===== src/rtl/nasti_uart_reader_pkg.sv =====
`default_nettype none
// ============================================================================
// Module      : nasti_uart_pkg
// Description : Shared constants and types for the NASTI-lite UART reader.
//               Holds the UART register map, the line-status data-ready bit,
//               the OKAY response code and the reader FSM state type.
// Revision    : 1.0 - initial release
// ============================================================================
package nasti_uart_pkg;

  localparam logic [2:0] UART_RBR_ADDR   = 3'd0;
  localparam logic [2:0] UART_LSR_ADDR   = 3'd5;
  localparam int         LSR_DR_BIT      = 0;
  localparam logic [1:0] NASTI_RESP_OKAY = 2'b00;

  typedef enum logic [2:0] {
    ST_IDLE    = 3'd0,
    ST_POLL_AR = 3'd1,
    ST_POLL_R  = 3'd2,
    ST_GAP     = 3'd3,
    ST_DATA_AR = 3'd4,
    ST_DATA_R  = 3'd5
  } reader_state_e;

endpackage : nasti_uart_pkg
`default_nettype wire


===== src/rtl/nasti_uart_reader_if.sv =====
`default_nettype none
// ============================================================================
// Module      : nasti_uart_reader_if
// Description : Read-channel subset (ar/r) of the NASTI-lite bus between the
//               UART reader (master) and the UART device emulation (slave).
//   ar_addr  [2:0] read address          ar_valid / ar_ready  address handshake
//   r_data   [7:0] read data             r_resp [1:0]         read response
//   r_valid / r_ready                    read data handshake
// Revision    : 1.0 - initial release
// ============================================================================
interface nasti_uart_reader_if;

  logic [2:0] ar_addr;
  logic       ar_valid;
  logic       ar_ready;
  logic [7:0] r_data;
  logic [1:0] r_resp;
  logic       r_valid;
  logic       r_ready;

  modport master (
    output ar_addr, ar_valid, r_ready,
    input  ar_ready, r_data, r_resp, r_valid
  );

  modport slave (
    input  ar_addr, ar_valid, r_ready,
    output ar_ready, r_data, r_resp, r_valid
  );

endinterface : nasti_uart_reader_if
`default_nettype wire


===== src/rtl/uart_rx_fifo.sv =====
`default_nettype none
// ============================================================================
// Module      : uart_rx_fifo
// Description : Synchronous byte FIFO for received UART data. Head entry is
//               read straight from the storage flops.
//   clk, rst         clock, synchronous active-high reset
//   i_push, i_data   write strobe and byte (ignored when full)
//   i_pop            read strobe (ignored when empty)
//   o_data           head byte
//   o_full, o_empty  occupancy flags
// Parameters  : DEPTH - entries, power of two, >= 2
// Revision    : 1.0 - initial release
// ============================================================================
module uart_rx_fifo #(
  parameter int DEPTH = 4
) (
  input  wire logic       clk,
  input  wire logic       rst,
  input  wire logic       i_push,
  input  wire logic [7:0] i_data,
  input  wire logic       i_pop,
  output logic      [7:0] o_data,
  output logic            o_full,
  output logic            o_empty
);

  localparam int AW = (DEPTH > 1) ? $clog2(DEPTH) : 1;
  localparam int CW = AW + 1;
  localparam logic [CW-1:0] C_FULL_COUNT = CW'(DEPTH);

  logic [7:0]    r_mem [DEPTH];
  logic [AW-1:0] r_wr;
  logic [AW-1:0] r_rd;
  logic [CW-1:0] r_count;
  logic          w_do_push;
  logic          w_do_pop;

  assign o_full    = (r_count == C_FULL_COUNT);
  assign o_empty   = (r_count == '0);
  assign w_do_push = i_push && !o_full;
  assign w_do_pop  = i_pop && !o_empty;
  assign o_data    = r_mem[r_rd];

  // Pointers wrap naturally because DEPTH is a power of two.
  always_ff @(posedge clk) begin
    if (rst) begin
      r_wr    <= '0;
      r_rd    <= '0;
      r_count <= '0;
      for (int i = 0; i < DEPTH; i++) begin
        r_mem[i] <= '0;
      end
    end else begin
      if (w_do_push) begin
        r_mem[r_wr] <= i_data;
        r_wr        <= r_wr + 1'b1;
      end
      if (w_do_pop) begin
        r_rd <= r_rd + 1'b1;
      end
      case ({w_do_push, w_do_pop})
        2'b10:   r_count <= r_count + 1'b1;
        2'b01:   r_count <= r_count - 1'b1;
        default: r_count <= r_count;
      endcase
    end
  end

endmodule : uart_rx_fifo
`default_nettype wire


===== src/rtl/nasti_uart_reader.sv =====
`default_nettype none
// ============================================================================
// Module      : nasti_uart_reader
// Description : Read-side NASTI-lite initiator for the UART device emulation.
//               Polls LSR, fetches RBR when data-ready is set, buffers bytes
//               in a FIFO and offers them on a valid/ready byte stream.
//   clk, rst                       clock, synchronous active-high reset
//   i_enable                       polling permitted when high
//   m_bus (master modport)         ar/r channels toward the UART emulation
//   o_rx_data/o_rx_valid/i_rx_ready received byte stream
//   o_err_count                    saturating count of non-OKAY responses
// Parameters  : FIFO_DEPTH (power of two, >= 2), POLL_GAP (1..255)
// Macro       : NASTI_UART_READER_BACKOFF_EN - empty LSR polls wait POLL_GAP
//               cycles in GAP before the next poll; otherwise re-poll at once.
// Revision    : 1.0 - initial release
// ============================================================================
module nasti_uart_reader
  import nasti_uart_pkg::*;
#(
  parameter int FIFO_DEPTH = 4,
  parameter int POLL_GAP   = 8
) (
  input  wire logic        clk,
  input  wire logic        rst,
  input  wire logic        i_enable,
  nasti_uart_reader_if.master m_bus,
  output logic       [7:0] o_rx_data,
  output logic             o_rx_valid,
  input  wire logic        i_rx_ready,
  output logic       [7:0] o_err_count
);

  if ((FIFO_DEPTH < 2) || ((FIFO_DEPTH & (FIFO_DEPTH - 1)) != 0)) begin : g_bad_fifo_depth
    $error("FIFO_DEPTH must be a power of two and at least 2");
  end
  if ((POLL_GAP < 1) || (POLL_GAP > 255)) begin : g_bad_poll_gap
    $error("POLL_GAP must be in 1..255");
  end

  reader_state_e r_state;
  reader_state_e w_next;
  logic          r_ar_valid;
  logic [2:0]    r_ar_addr;
  logic          r_r_ready;
  logic [7:0]    r_err_count;
  logic          w_push;
  logic          w_err_inc;
  logic          w_fifo_full;
  logic          w_fifo_empty;
  logic          w_resp_ok;

  assign w_resp_ok = (m_bus.r_resp == NASTI_RESP_OKAY);

`ifdef NASTI_UART_READER_BACKOFF_EN
  logic [7:0] r_gap_cnt;

  // Preloaded while outside GAP so the count is ready on entry.
  always_ff @(posedge clk) begin
    if (rst) begin
      r_gap_cnt <= '0;
    end else if (r_state != ST_GAP) begin
      r_gap_cnt <= 8'(POLL_GAP - 1);
    end else if (r_gap_cnt != 8'd0) begin
      r_gap_cnt <= r_gap_cnt - 1'b1;
    end
  end
`endif

  always_ff @(posedge clk) begin
    if (rst) begin
      r_state <= ST_IDLE;
    end else begin
      r_state <= w_next;
    end
  end

  always_comb begin
    w_next    = r_state;
    w_push    = 1'b0;
    w_err_inc = 1'b0;
    case (r_state)
      ST_IDLE: begin
        if (i_enable && !w_fifo_full) begin
          w_next = ST_POLL_AR;
        end
      end
      ST_POLL_AR: begin
        if (m_bus.ar_ready) begin
          w_next = ST_POLL_R;
        end
      end
      ST_POLL_R: begin
        if (m_bus.r_valid) begin
          if (!w_resp_ok) begin
            w_err_inc = 1'b1;
            w_next    = ST_IDLE;
          end else if (m_bus.r_data[LSR_DR_BIT]) begin
            w_next = ST_DATA_AR;
          end else begin
`ifdef NASTI_UART_READER_BACKOFF_EN
            w_next = ST_GAP;
`else
            w_next = ST_IDLE;
`endif
          end
        end
      end
`ifdef NASTI_UART_READER_BACKOFF_EN
      ST_GAP: begin
        if (!i_enable || (r_gap_cnt == 8'd0)) begin
          w_next = ST_IDLE;
        end
      end
`endif
      ST_DATA_AR: begin
        if (m_bus.ar_ready) begin
          w_next = ST_DATA_R;
        end
      end
      ST_DATA_R: begin
        if (m_bus.r_valid) begin
          w_push    = w_resp_ok;
          w_err_inc = !w_resp_ok;
          w_next    = ST_IDLE;
        end
      end
      default: begin
        w_next = ST_IDLE;
      end
    endcase
  end

  // Bus outputs are registered from the next state so they line up exactly
  // with the state that owns them and stay stable until the handshake.
  always_ff @(posedge clk) begin
    if (rst) begin
      r_ar_valid  <= 1'b0;
      r_ar_addr   <= 3'd0;
      r_r_ready   <= 1'b0;
      r_err_count <= 8'd0;
    end else begin
      r_ar_valid <= (w_next == ST_POLL_AR) || (w_next == ST_DATA_AR);
      if (w_next == ST_POLL_AR) begin
        r_ar_addr <= UART_LSR_ADDR;
      end else if (w_next == ST_DATA_AR) begin
        r_ar_addr <= UART_RBR_ADDR;
      end
      r_r_ready <= (w_next == ST_POLL_R) || (w_next == ST_DATA_R);
      if (w_err_inc && (r_err_count != 8'hFF)) begin
        r_err_count <= r_err_count + 1'b1;
      end
    end
  end

  assign m_bus.ar_valid = r_ar_valid;
  assign m_bus.ar_addr  = r_ar_addr;
  assign m_bus.r_ready  = r_r_ready;
  assign o_err_count    = r_err_count;
  assign o_rx_valid     = !w_fifo_empty;

  uart_rx_fifo #(
    .DEPTH (FIFO_DEPTH)
  ) u_fifo (
    .clk     (clk),
    .rst     (rst),
    .i_push  (w_push),
    .i_data  (m_bus.r_data),
    .i_pop   (o_rx_valid && i_rx_ready),
    .o_data  (o_rx_data),
    .o_full  (w_fifo_full),
    .o_empty (w_fifo_empty)
  );

endmodule : nasti_uart_reader
`default_nettype wire

===== src/flat_wrapper.sv =====
// flat-port wrapper written by rule: the top's interface ports become plain ports
module nasti_uart_reader_flat import nasti_uart_pkg::*;
#(
  parameter int FIFO_DEPTH = 4,
  parameter int POLL_GAP   = 8
)
  (clk, rst, i_enable, o_rx_data, o_rx_valid, i_rx_ready, o_err_count, m_bus_ar_addr, m_bus_ar_valid, m_bus_r_ready, m_bus_ar_ready, m_bus_r_data, m_bus_r_resp, m_bus_r_valid);
  nasti_uart_reader_if m_bus_i ();
  input  wire logic clk;
  input  wire logic rst;
  input  wire logic i_enable;
  output logic       [7:0] o_rx_data;
  output logic o_rx_valid;
  input  wire logic i_rx_ready;
  output logic       [7:0] o_err_count;
  output wire logic [$bits(m_bus_i.ar_addr)-1:0] m_bus_ar_addr;
  output wire logic [$bits(m_bus_i.ar_valid)-1:0] m_bus_ar_valid;
  output wire logic [$bits(m_bus_i.r_ready)-1:0] m_bus_r_ready;
  input wire logic [$bits(m_bus_i.ar_ready)-1:0] m_bus_ar_ready;
  input wire logic [$bits(m_bus_i.r_data)-1:0] m_bus_r_data;
  input wire logic [$bits(m_bus_i.r_resp)-1:0] m_bus_r_resp;
  input wire logic [$bits(m_bus_i.r_valid)-1:0] m_bus_r_valid;
  assign m_bus_ar_addr = m_bus_i.ar_addr;
  assign m_bus_ar_valid = m_bus_i.ar_valid;
  assign m_bus_r_ready = m_bus_i.r_ready;
  assign m_bus_i.ar_ready = m_bus_ar_ready;
  assign m_bus_i.r_data = m_bus_r_data;
  assign m_bus_i.r_resp = m_bus_r_resp;
  assign m_bus_i.r_valid = m_bus_r_valid;
  nasti_uart_reader #(.FIFO_DEPTH(FIFO_DEPTH), .POLL_GAP(POLL_GAP)) u_core (.clk(clk), .rst(rst), .i_enable(i_enable), .m_bus(m_bus_i), .o_rx_data(o_rx_data), .o_rx_valid(o_rx_valid), .i_rx_ready(i_rx_ready), .o_err_count(o_err_count));
endmodule

===== config.mk =====
export PLATFORM = sky130hd
export DESIGN_NAME = nasti_uart_reader_flat
export DESIGN_NICKNAME = d
export VERILOG_FILES = /design/src/rtl/nasti_uart_reader_pkg.sv /design/src/rtl/nasti_uart_reader_if.sv /design/src/rtl/uart_rx_fifo.sv /design/src/rtl/nasti_uart_reader.sv /design/src/flat_wrapper.sv
export SDC_FILE = /design/constraint.sdc
export NUM_CORES = 1
export LEC_CHECK = 0
export ABC_AREA = 1
export CAP_MARGIN = 10
export CORE_MARGIN = 2
export CORE_UTILIZATION = 55
export CTS_CLUSTER_SIZE = 14
export DETAILED_ROUTE_END_ITERATION = 10
export DONT_BUFFER_PORTS = 1
export MAX_ROUTING_LAYER = met4
export PLACE_DENSITY_LB_ADDON = 0.1
export SETUP_SLACK_MARGIN = 0.5
export SLEW_MARGIN = 20
export SYNTH_ARGS = -nofsm -noshare
export SYNTH_HDL_FRONTEND = slang
export SYNTH_SLANG_ARGS = --single-unit

===== constraint.sdc =====
create_clock -name clk -period 2.17 [get_ports clk]
set_clock_uncertainty 0.15 [all_clocks]
set_input_delay 0.434 -clock clk [delete_from_list [all_inputs] [get_ports clk]]
set_output_delay 0.434 -clock clk [all_outputs]
set_load 0.05 [all_outputs]

==> results.md, run 1 <==
- Status: completed
- Post-Route Setup TNS: 0 ns
- Post-Syn Area: 2604 um2
- Hold Buf Count CTS: 0
- #FFs+latches synth: 55
- Area grow syn2layout: 31.86%
- Worst-Skew Late Latency: 0.30 ns
- GPL Wtd Cong: approximately 0.86
- RSZ-0062 raised after global routing: true
- Die height: 72.81 um
- Antenna Cells: 0
- Post-route ant nets: 0
- DP Area: 2959 um2
- Max Fclk: about 520 MHz
- 1st-pass router iterations: 4
- Global route hottest layer: met2
- CP Capture Type: primary output
- Vias: 2126
- First-pass GRT wire length: 9446 um
- M3 GR Usage: 0.04282
- Cell area power density: 569.3 nW/um2
- Global Route met1 Usage: 0.2455
- Final Max Slew Viols: 0
- Syn Nets: 325
- Cell area after layout: about 3400 um2
- Nets@finish: 361
- Worst setup SP type: flop
- Share of post-route cells with drive strength above 1: 0.3703
- Vias per cell: 5.355
- Io pins: 38
- Clk sinks: 55
- CTS Buffer Depth: 2
- Die area: approximately 5300 um2
- Placed wire-length estimate: 3918 um
- Syn. warnings: 0
- CP Buf/Inv Count: 2
- CTS root buffer: clkbuf_8
- CP Class: flop to primary output
- Arrival @ worst endpoint: 1.33 ns
- Sequential area share after synthesis: 0.5459
- Ys flop type: edfxtp_1
- TritonCTS clock tree: yes
- Largest stage delay, worst path: 0.39 ns
- Ys async rst share: 0
- Core ar.: 4629 um2
- Fin crit share: 0.8823
- Total GRT Usage: 0.2427
- Layout Utilization: 0.7416
- EDFF count, synth: 32
- Synth top cells by count: nor2_1, nand2_1, inv_1
- Placement Rows: 25
- Minimum clock period: around 1.9 ns
- Min Hold Slack: 0.02510 ns
- Max VDD drop: 0.3800 mV
- Max-cap violation count: 0
- Worst-path fanout max: 8
- Final wirelength: 5873 um
- Yosys top cell area share: 0.3691
- H-tree Lvls: 2
- CP top delay family: flip-flops
- Post-Syn Area per Cell: 8.509 um2
- Most common cell in the netlist: nor2_1
- Die extent in x: ~73 um
- I/O Buffers: 0
- Mapped Cells: 306
- Hold crit path type: primary input to flop
- Largest net degree at the start of global routing: 17
- Met2 usage: 0.4636
- DR WL/cell: 14.79 um
- Clk pin slew, worst setup/hold paths: 0.09 ns
- Grt total ovfl: 0
- Number of global-route vias before repair: 2104
- Initial antenna violation count: 0
- Crit path cell chain: inv_6 -> buf_16 -> nor2_2 -> o22ai_4
- Final setup fails: 0
- Netlist cell types: 28
- LEAKAGE: 1.343 nW
- Initial DRC count: 103
- Top post-synthesis cells by area: edfxtp_1, dfxtp_1, nor2_1
- Inserted Clock Buffers: 5
- Residual DRC: 0
- Crit-path slowest cell: dfxtp_4
- Hold Vio Cnt, Final: 0
- CP Data Required Time: 1.59 ns
- Synth area leader: edfxtp_1
- Initial Util: 0.5624
power breakdown:
group | total [W] | internal (W) | switching, W
Combinational | 0.000143 | 0.0000383 | 0.000105
Clock | 0.000663 | 0.000338 | 0.000325
Sequential | 0.00115 | 0.00112 | 0.0000240
Total | 0.00195 | 0.00150 | 0.000454
state kept, by name, indices dropped and copies added, names as in the netlist, named ones only:
register and count:
u_core.m_bus.ar_addr 1, u_core.m_bus.ar_valid 1, u_core.m_bus.r_ready 1, u_core.o_err_count 8, u_core.r_state 3, u_core.u_fifo.r_count 3, u_core.u_fifo.r_mem 32, u_core.u_fifo.r_rd 2
u_core.u_fifo.r_wr 2
timing repair:
| action | in CTS | in global routing |
|---|---|---|
| gates resized for setup | 60 | 21 |
| gates cloned | 2 | 0 |
| setup endpoints to repair | 18 | 59 |
| setup buffers | 8 | 7 |
| endpoints found under the hold margin | 0 | 0 |
| pin swaps | 18 | 14 |
cells by family (layout without fill, tap and decap cells):
kind of cell | count (synthesis) | count (layout) | share of synthesized area
AO/OA/AOI/OAI | 52 | 52 | 0.1062
XOR/XNOR | 1 | 1 | 0.003364
adder cells (fa/ha/maj) | 3 | 3 | 0.01730
buffers and inverters | 55 | 92 | 0.08505
flip-flops | 55 | 55 | 0.5459
other | 1 | 1 | 0.001440
AND/OR/NAND/NOR | 139 | 139 | 0.2407
metal layers:
metal,share of wire,routed length [um]
met4,0.022,132
met5,0,0
met2,0.54,3192
met3,0.038,225
met1,0.40,2322
worst paths after layout:
kind / start / to / slack [ns] / depth (start not counted)
hold reg to reg: u_core.m_bus.ar_addr[0]$_SDFFE_PP0P_ / u_core.m_bus.ar_addr[0]$_SDFFE_PP0P_ / 0.34 / 2
setup reg to reg: u_core.u_fifo.r_count[2]$_SDFFE_PP0P_ / u_core.u_fifo.r_count[2]$_SDFFE_PP0P_ / 0.37 / 10
setup / recovery: flop / o_rx_data[1] / 0.26 / 4
hold / removal: rst / u_core.u_fifo.r_count[1]$_SDFFE_PP0P_ / 0.03 / 1
worst register-to-register path: stages, from the launching register on:
cell and delay, ns:
dfxtp_2 0.35, buf_4 0.12, nand3_4 0.11, nand3_4 0.09
ha_4 0.14, inv_4 0.03, fa_2 0.34, a21oi_2 0.13
o21ai_1 0.08, o21ai_1 0.12, a21oi_1 0.05
layout make-up:
type / instances / area, um2
clock buffers: 5 / 68.82
clock inverters: 3 / 38.79
fillers: 354 / 1196
inverters: 48 / 200.2
multi-input cells: 196 / 1294
flip-flops and latches: 55 / 1441
well taps: 54 / 67.56
repair buffers: 36 / 322.8
per-stage QoR:
| stage | cells | setup WS, ns | total power [W] |
|---|---|---|---|
| global placement | 372 | 0.2450 | 0.001307 |
| global route | 397 | 0.2122 | 0.002013 |
| CTS | 390 | 0.2334 | 0.001964 |
| detailed placement | 372 | 0.1901 | 0.001309 |
| floorplan | 306 | 0.2899 | 0.001287 |
| finish | 397 | 0.2554 | 0.001954 |
layout by cell type, fill, tap and decap left out, drive strengths merged:
cell type,count
nor2,77
inv,46
nand2,41
buf,36
edfxtp,32
o21ai,26
dfxtp,23
a21oi,15
nand3,12
o22ai,9
clkbuf,5
nand4,5
clkinv,4
nor3,3
ha,2
and2,1
o31ai,1
xnor2,1
o21bai,1
fa,1
conb,1
bufinv,1
No activity file was read; power rests on OpenSTA's default activity.
==> run 2, diff against run 1 <==
--- a/config.mk
+++ b/config.mk
@@ -8,10 +8,11 @@
 export ABC_AREA = 1
 export CAP_MARGIN = 10
 export CORE_MARGIN = 2
-export CORE_UTILIZATION = 55
+export CORE_UTILIZATION = 30
 export CTS_CLUSTER_SIZE = 14
 export DETAILED_ROUTE_END_ITERATION = 10
 export DONT_BUFFER_PORTS = 1
+export HOLD_SLACK_MARGIN = 0.06
 export MAX_ROUTING_LAYER = met4
 export PLACE_DENSITY_LB_ADDON = 0.1
 export SETUP_SLACK_MARGIN = 0.5
==> results.md, run 2 (same netlist as run 1, synthesis figures left out) <==
- I/O Buffers: 0 (unchanged)
- Setup WS post-layout: 0.2334 ns (was 0.2554 ns)
- Share of post-route cells with drive strength above 1: 0.3333 (was 0.3703)
- CP top delay family: flip-flops (unchanged)
- Cell area power density: 575.3 nW/um2 (was 569.3 nW/um2)
- Hold crit path type: primary input to flop (unchanged)
- Worst Hold End: u_core.u_fifo.r_mem[0][7]$_SDFFCE_PN0P_ (was u_core.u_fifo.r_count[1]$_SDFFE_PP0P_)
- Final wirelength: 6200 um (was 5873 um)
- Status: completed (unchanged)
- Combinational Power Share: 0.076 (was 0.073)
- Die extent in x: 97.16 um (was 72.81 um)
- Nets@finish: 369 (was 361)
- RSZ-0062 raised after global routing: true (unchanged)
- Die height: 97.16 um (was 72.81 um)
- Sw frac: 0.2432 (was 0.2321)
- Residual DRC: 0 (unchanged)
- Worst-Skew Late Latency: 0.31 ns (was 0.30 ns)
- Clk sinks: 55 (unchanged)
- Grt total ovfl: 0 (unchanged)
- Reg2reg end: u_core.u_fifo.r_count[1]$_SDFFE_PP0P_ (was u_core.u_fifo.r_count[2]$_SDFFE_PP0P_)
- Number of global-route vias before repair: 2045 (was 2104)
- Switch Pwr: 0.0004873 W (was 0.0004536 W)
- Die area: 9440 um2 (was 5301 um2)
- Clk pin slew, worst setup/hold paths: 0.11 ns (was 0.09 ns)
- Crit-path slowest cell: dfxtp_4 (unchanged)
- CP Buf/Inv Count: 2 (unchanged)
- Placed wire-length estimate: 4139 um (was 3918 um)
- CTS root buffer: clkbuf_8 (unchanged)
- Most common cell after layout, fill and taps aside: nor2_1 (unchanged)
- Seq pwr share: 0.571 (was 0.587)
- Min Hold Slack: 0.1970 ns (was 0.02510 ns)
- FF/Latch Area: 1441 um2 (unchanged)
- Fillcell total: 836 (was 354)
- Post-Route Setup TNS: 0 ns (unchanged)
- Minimum clock period: 1.937 ns (was 1.915 ns)
- Power Internal: 0.001517 W (was 0.001501 W)
- Hold Crit Start: m_bus_r_data[7] (was rst)
- Highest-count cells in the layout ignoring fill and taps: nor2_1, nand2_1, buf_4 (was nor2_1, nand2_1, edfxtp_1)
- Core ar.: 8299 um2 (was 4629 um2)
- Final Max Slew Viols: 0 (unchanged)
- Total GRT Usage: 0.1421 (was 0.2427)
- Max VDD drop: 0.2897 mV (was 0.3800 mV)
- Io pins: 38 (unchanged)
- 1st-pass router iterations: 4 (unchanged)
- Worst setup SP type: flop (unchanged)
- GPL Wtd Cong: 0.7945 (was 0.8598)
- Crit path cell chain: clkinvlp_4 -> buf_12 -> nor2_1 -> o22ai_4 (was inv_6 -> buf_16 -> nor2_2 -> o22ai_4)
- Min-Delay Path Depth: 2 (was 1)
- DP Area: 3023 um2 (was 2959 um2)
- Largest net degree at the start of global routing: 19 (was 17)
- CP Capture Type: primary output (unchanged)
- CTS Buffer Depth: 2 (unchanged)
- Worst-path fanout max: 16 (was 8)
- Worst R2R Setup Slack: 0.37 ns (about the same)
- Cell area after layout: 3483 um2 (was 3433 um2)
- Largest stage delay, worst path: 0.38 ns (was 0.39 ns)
- Antenna Cells: 0 (unchanged)
- Worst r2r path cells: 9 (was 10)
- Placement Rows: 33 (was 25)
- LEAKAGE: 1.374 nW (was 1.343 nW)
- Initial DRC count: 80 (was 103)
- Vias: 2072 (was 2126)
- Max-cap violation count: 0 (unchanged)
- DR WL/cell: 13.60 um (was 14.79 um)
- Area grow syn2layout: 33.78% (was 31.86%)
- CP Data Required Time: 1.59 ns (about the same)
- Max Fclk: 516.4 MHz (was 522.3 MHz)
- Post-route ant nets: 0 (unchanged)
- TritonCTS clock tree: yes (unchanged)
- CP Class: flop to primary output (unchanged)
- Hold Vio Cnt, Final: 0 (unchanged)
- H-tree Lvls: 2 (unchanged)
- Clock share of power: 0.352 (was 0.339)
- Final setup fails: 0 (unchanged)
- Inserted Clock Buffers: 5 (unchanged)
- Largest reg by FF count: u_core.u_fifo.r_mem (unchanged)
- Place WS: 0.2105 ns (was 0.1901 ns)
- RR Startpoint: u_core.u_fifo.r_count[1]$_SDFFE_PP0P_ (was u_core.u_fifo.r_count[2]$_SDFFE_PP0P_)
- Multi-input logic area: 1214 um2 (was 1294 um2)
- Number of flip-flops in the largest register: 32 (unchanged)
- First-pass GRT wire length: 10380 um (was 9446 um)
- Arrival @ worst endpoint: 1.35 ns (was 1.33 ns)
- Initial Util: 0.3137 (was 0.5624)
- Initial antenna violation count: 0 (unchanged)
- Fin crit share: 0.8925 (was 0.8823)
- Vias per cell: 4.544 (was 5.355)
[run 2: power groups by stage]
stage | Clock (W) | Sequential (W) | Combinational, W
final | 0.000706 | 0.00114 | 0.000153
after floorplan | 0 | 0.00118 | 0.000110
after CTS | 0.000735 | 0.00115 | 0.000152
after global placement | 0 | 0.00117 | 0.000143
after detailed placement | 0 | 0.00117 | 0.000143
after global routing | 0.000780 | 0.00115 | 0.000169
[run 2: routing by layer]
layer  wire, um  vias to the layer above  track usage
li1           -                     1076            -
met1       2782                      954       0.1640
met2       3101                       38       0.2473
met3        271                        4      0.04029
met4         45                        0      0.02925
met5          0                        -            -
[run 2: worst max path at each step]
stage | cells after the start | slack, ns | endpoint | startpoint
2_1_floorplan | 10 | 0.29 | u_core.u_fifo.r_count[1]$_SDFFE_PP0P_ | m_bus_r_resp[1]
3_3_place_gp | 10 | 0.23 | u_core.u_fifo.r_count[1]$_SDFFE_PP0P_ | m_bus_r_resp[1]
3_5_place_dp | 10 | 0.21 | u_core.u_fifo.r_count[1]$_SDFFE_PP0P_ | m_bus_r_resp[1]
4_1_cts | 3 | 0.21 | o_rx_data[7] | flop
5_1_grt | 3 | 0.15 | o_rx_data[7] | flop
6_report | 4 | 0.23 | o_rx_data[5] | flop
[run 2: metrics by stage]
stage | utilization | power [W] | cells
floorplan | - | 0.001287 | 306
global placement | 0.3642 | 0.001314 | 423
detailed placement | 0.3642 | 0.001313 | 423
CTS | 0.4065 | 0.002033 | 449
global route | 0.4197 | 0.002097 | 456
finish | 0.4197 | 0.002004 | 456
[run 2: layout make-up]
class | instances | area share
tap | 105 | 0.03772
multi-input combinational | 196 | 0.3484
sequential | 55 | 0.4138
clock inverter | 3 | 0.01365
inverter | 48 | 0.05675
clock buffer | 5 | 0.01976
timing repair buffer | 44 | 0.1099
[run 2: timing repair]
item | 4_1_cts | 5_1_grt
gates resized for setup | 42 | 15
hold buffers | 1 | 0
setup buffers | 16 | 7
endpoints found under the hold margin | 10 | 0
pin swaps | 16 | 6
setup endpoints to repair | 20 | 42
cloned | 1 | 0
==> run 3, diff against run 2 <==
--- a/config.mk
+++ b/config.mk
@@ -5,13 +5,13 @@
 export SDC_FILE = /design/constraint.sdc
 export NUM_CORES = 1
 export LEC_CHECK = 0
-export ABC_AREA = 1
 export CAP_MARGIN = 10
 export CORE_MARGIN = 2
 export CORE_UTILIZATION = 30
 export CTS_CLUSTER_SIZE = 14
 export DETAILED_ROUTE_END_ITERATION = 10
 export DONT_BUFFER_PORTS = 1
+export GPL_TIMING_DRIVEN = 0
 export HOLD_SLACK_MARGIN = 0.06
 export MAX_ROUTING_LAYER = met4
 export PLACE_DENSITY_LB_ADDON = 0.1
==> results.md, run 3 <==
- Failing checks: setup timing
- Number of flip-flops in the largest register: 32 (unchanged)
- Clk pin slew, worst setup/hold paths: 0.10 ns (was 0.11 ns)
- Fin crit share: 1.083 (was 0.8925)
- CP Data Required Time: 2.26 ns (was 1.59 ns)
- Vias: 1608 (was 2072)
- Sw frac: 0.2277 (was 0.2432)
- Largest family of logic cells by synthesized area: simple AND/OR/NAND/NOR gates (unchanged)
- Synth Area in Simple Gates: 0.2345 (was 0.2407)
- Seq pwr share: 0.585 (was 0.571)
- CP Class: flop to flop (was flop to primary output)
- Io pins: 38 (unchanged)
- Yosys top cell area share: 0.3752 (was 0.3691)
- CTS root buffer: clkbuf_8 (unchanged)
- Vias per cell: 4.702 (was 4.544)
- Nets@finish: 255 (was 369)
- Met2 usage: 0.2257 (was 0.2473)
- Core ar.: 8258 um2 (was 8299 um2)
- First-pass GRT wire length: 8859 um (was 10380 um)
- Post-Syn Area per Cell: 12.43 um2 (was 8.509 um2)
- Share of post-route cells with drive strength above 1: 0.4895 (was 0.3333)
- EDFF count, synth: 32 (unchanged)
- LEAKAGE: 1.178 nW (was 1.374 nW)
- Setup WS post-layout: -0.1811 ns (was 0.2334 ns)
- Max_slew headroom: 0.6190
- Status: finished, violations left (was completed)
- Final setup fails: 2 (was 0)
- Largest net degree at the start of global routing: 17 (was 19)
- Most common cell after layout, fill and taps aside: edfxtp_1 (was nor2_1)
- CTS Buffer Depth: 2 (unchanged)
- Post-Synth Adder-Cell Area: 0.01759 (was 0.01730)
- Max-cap violation count: 0 (unchanged)
- Post-Syn Area: 2561 um2 (was 2604 um2)
- Synth top cells by count: and2_1, edfxtp_1, dfxtp_1 (was nor2_1, nand2_1, inv_1)
- Non-Filler Instances: 342 (was 456)
- Placed Cells: 311 (was 423)
- Largest reg by FF count: u_core.u_fifo.r_mem (unchanged)
- Hold Crit Start: m_bus_r_data[5] (was m_bus_r_data[7])
- Layout Utilization: 0.4076 (was 0.4197)
- Die height: 96.40 um (was 97.16 um)
- Final Max Slew Viols: 0 (unchanged)
- Syn. warnings: 0 (unchanged)
- Worst-Skew Late Latency: 0.30 ns (was 0.31 ns)
- TritonCTS clock tree: yes (unchanged)
- Slew @ Worst Pin: 0.5694 ns
- Clk sinks: 55 (unchanged)
- Initial DRC count: 23 (was 80)
- Power Internal: 0.001512 W (was 0.001517 W)
- Switch Pwr: 0.0004458 W (was 0.0004873 W)
- Residual DRC: 0 (unchanged)
- Final wirelength: 5414 um (was 6200 um)
- Synth area leader: edfxtp_1 (unchanged)
- DR WL/cell: 15.83 um (was 13.60 um)
- Critical Path Start: u_core.u_fifo.r_count[1]$_SDFFE_PP0P_
- Minimum clock period: 2.351 ns (was 1.937 ns)
- Die extent in x: 96.40 um (was 97.16 um)
- Ys async rst share: 0 (unchanged)
- Cell area power density: 581.7 nW/um2 (was 575.3 nW/um2)
- Total GRT Usage: 0.1331 (was 0.1421)
- Place WS: -0.2971 ns (was 0.2105 ns)
- Clock share of power: 0.345 (was 0.352)
- Hold Vio Cnt, Final: 0 (unchanged)
- Highest-count cells in the layout ignoring fill and taps: edfxtp_1, and2_1, nor2_1 (was nor2_1, nand2_1, buf_4)
- RSZ-0062 raised after global routing: true (unchanged)
- Initial Util: 0.3102 (was 0.3137)
- H-tree Lvls: 2 (unchanged)
- Global Route met1 Usage: 0.1562 (was 0.1640)
- Netlist cell types: 48 (was 28)
- Die area: 9292 um2 (was 9440 um2)
- Compound-Gate Fraction of Synth Area: 0.04787 (was 0.1062)
- Tot Pwr: 0.001958 W (was 0.002004 W)
- Grt total ovfl: 0 (unchanged)
- Antenna Cells: 0 (unchanged)
- Synth Area in XOR/XNOR: 0.04104 (was 0.003364)
- Hold Buf Count CTS: 0 (was 1)
- Number of global-route vias before repair: 1732 (was 2045)
- GPL Wtd Cong: 0.7160 (was 0.7945)
- Top post-synthesis cells by area: edfxtp_1, dfxtp_1, and2_1 (was edfxtp_1, dfxtp_1, nor2_1)
- 1st-pass router iterations: 3 (was 4)
- Post-route ant nets: 0 (unchanged)
- Most common cell in the netlist: and2_1 (was nor2_1)
- Mapped Cells: 206 (was 306)
- Worst-path fanout max: 2 (was 16)
- Combinational Power Share: 0.070 (was 0.076)
- CP Capture Type: flop (was primary output)
- Placed wire-length estimate: 3335 um (was 4139 um)
- Worst setup SP type: flop (unchanged)
- M3 GR Usage: 0.03724 (was 0.04029)
- Placement Rows: 33 (unchanged)
- Max Fclk: 425.3 MHz (was 516.4 MHz)
- Hold crit path type: primary input to flop (unchanged)
- RR Startpoint: u_core.u_fifo.r_count[1]$_SDFFE_PP0P_ (unchanged)
- Initial antenna violation count: 0 (unchanged)
- #FFs+latches synth: 55 (unchanged)
- Arrival @ worst endpoint: 2.44 ns (was 1.35 ns)
- Mux cell area share after synthesis: 0.07426 (was 0)
- Sequential area share after synthesis: 0.5550 (was 0.5459)
- Max VDD drop: 0.3810 mV (was 0.2897 mV)
- Inserted Clock Buffers: 5 (unchanged)
- Global route hottest layer: met2 (unchanged)
- Ys flop type: edfxtp_1 (unchanged)
- I/O Buffers: 0 (unchanged)
- Area grow syn2layout: 31.41% (was 33.78%)
- Syn Nets: 225 (was 325)
## run 3: final cells by class
class	count	area, um2
Clock buffer	5	68.82
Inverter	5	23.77
Fill cell	809	4892
Multi-Input combinational cell	136	1321
Timing Repair Buffer	23	230.2
Buffer	10	87.58
Tap cell	105	131.4
Sequential cell	55	1464
Clock inverter	3	38.79
## run 3: per-stage QoR
| stage | area, um2 | setup TNS (ns) | hold WS (ns) |
|---|---|---|---|
| 4_1_cts | 3288 | -0.2437 | 0.1567 |
| 2_1_floorplan | 2671 | -0.1158 | 0.3203 |
| 5_1_grt | 3366 | -0.6506 | 0.1509 |
| 3_5_place_dp | 2803 | -4.437 | 0.3548 |
| 6_report | 3366 | -0.2180 | 0.1689 |
| 3_3_place_gp | 2803 | -4.377 | 0.3453 |
## run 3: critical path, cell delays in order (launching register included)
cell and delay [ns]:
dfxtp_2 0.33, or3b_4 0.39, and3_4 0.18, buf_6 0.12
inv_6 0.05, ha_4 0.13, inv_2 0.03, fa_2 0.33
xor2_1 0.15, or3_1 0.30, a21oi_1 0.12
## run 3: layer usage
| metal | vias up | wire length (um) |
|---|---|---|
| li1 | 786 | - |
| met1 | 784 | 2253 |
| met2 | 34 | 2837 |
| met3 | 4 | 268 |
| met4 | 0 | 54 |
| met5 | - | 0 |
## run 3: path summary, 6_finish.rpt
check / end / slack [ns] / cells past startpoint
hold reg to reg: u_core.u_fifo.r_rd[1]$_SDFFE_PP0P_ / 0.39 / 2
setup / recovery: u_core.u_fifo.r_count[2]$_SDFFE_PP0P_ / -0.18 / 10
setup reg to reg: u_core.u_fifo.r_count[2]$_SDFFE_PP0P_ / -0.18 / 10
hold / removal: u_core.u_fifo.r_mem[3][5]$_DFFE_PP_ / 0.17 / 1
## run 3: timing repair
action | in CTS | in global routing
pin swaps | 31 | 18
buffers inserted | 22 | 1
gates resized for setup | 52 | 19
endpoints found under the setup margin | 88 | 94
## run 3: power groups by stage
stage	combinational, W	sequential [W]	clock, W
after floorplan	0.0000876	0.00117	0
after global placement	0.000104	0.00117	0
after detailed placement	0.000104	0.00117	0
after CTS	0.000127	0.00115	0.000703
after global routing	0.000149	0.00115	0.000737
final	0.000137	0.00114	0.000676
## run 3: cell families after synthesis
group           count (synthesis)
simple gates                   92
flops                          55
compound gates                 19
buf+inv                        15
xor+xnor                       12
mux                             9
fa+ha+maj                       3
other cells                     1
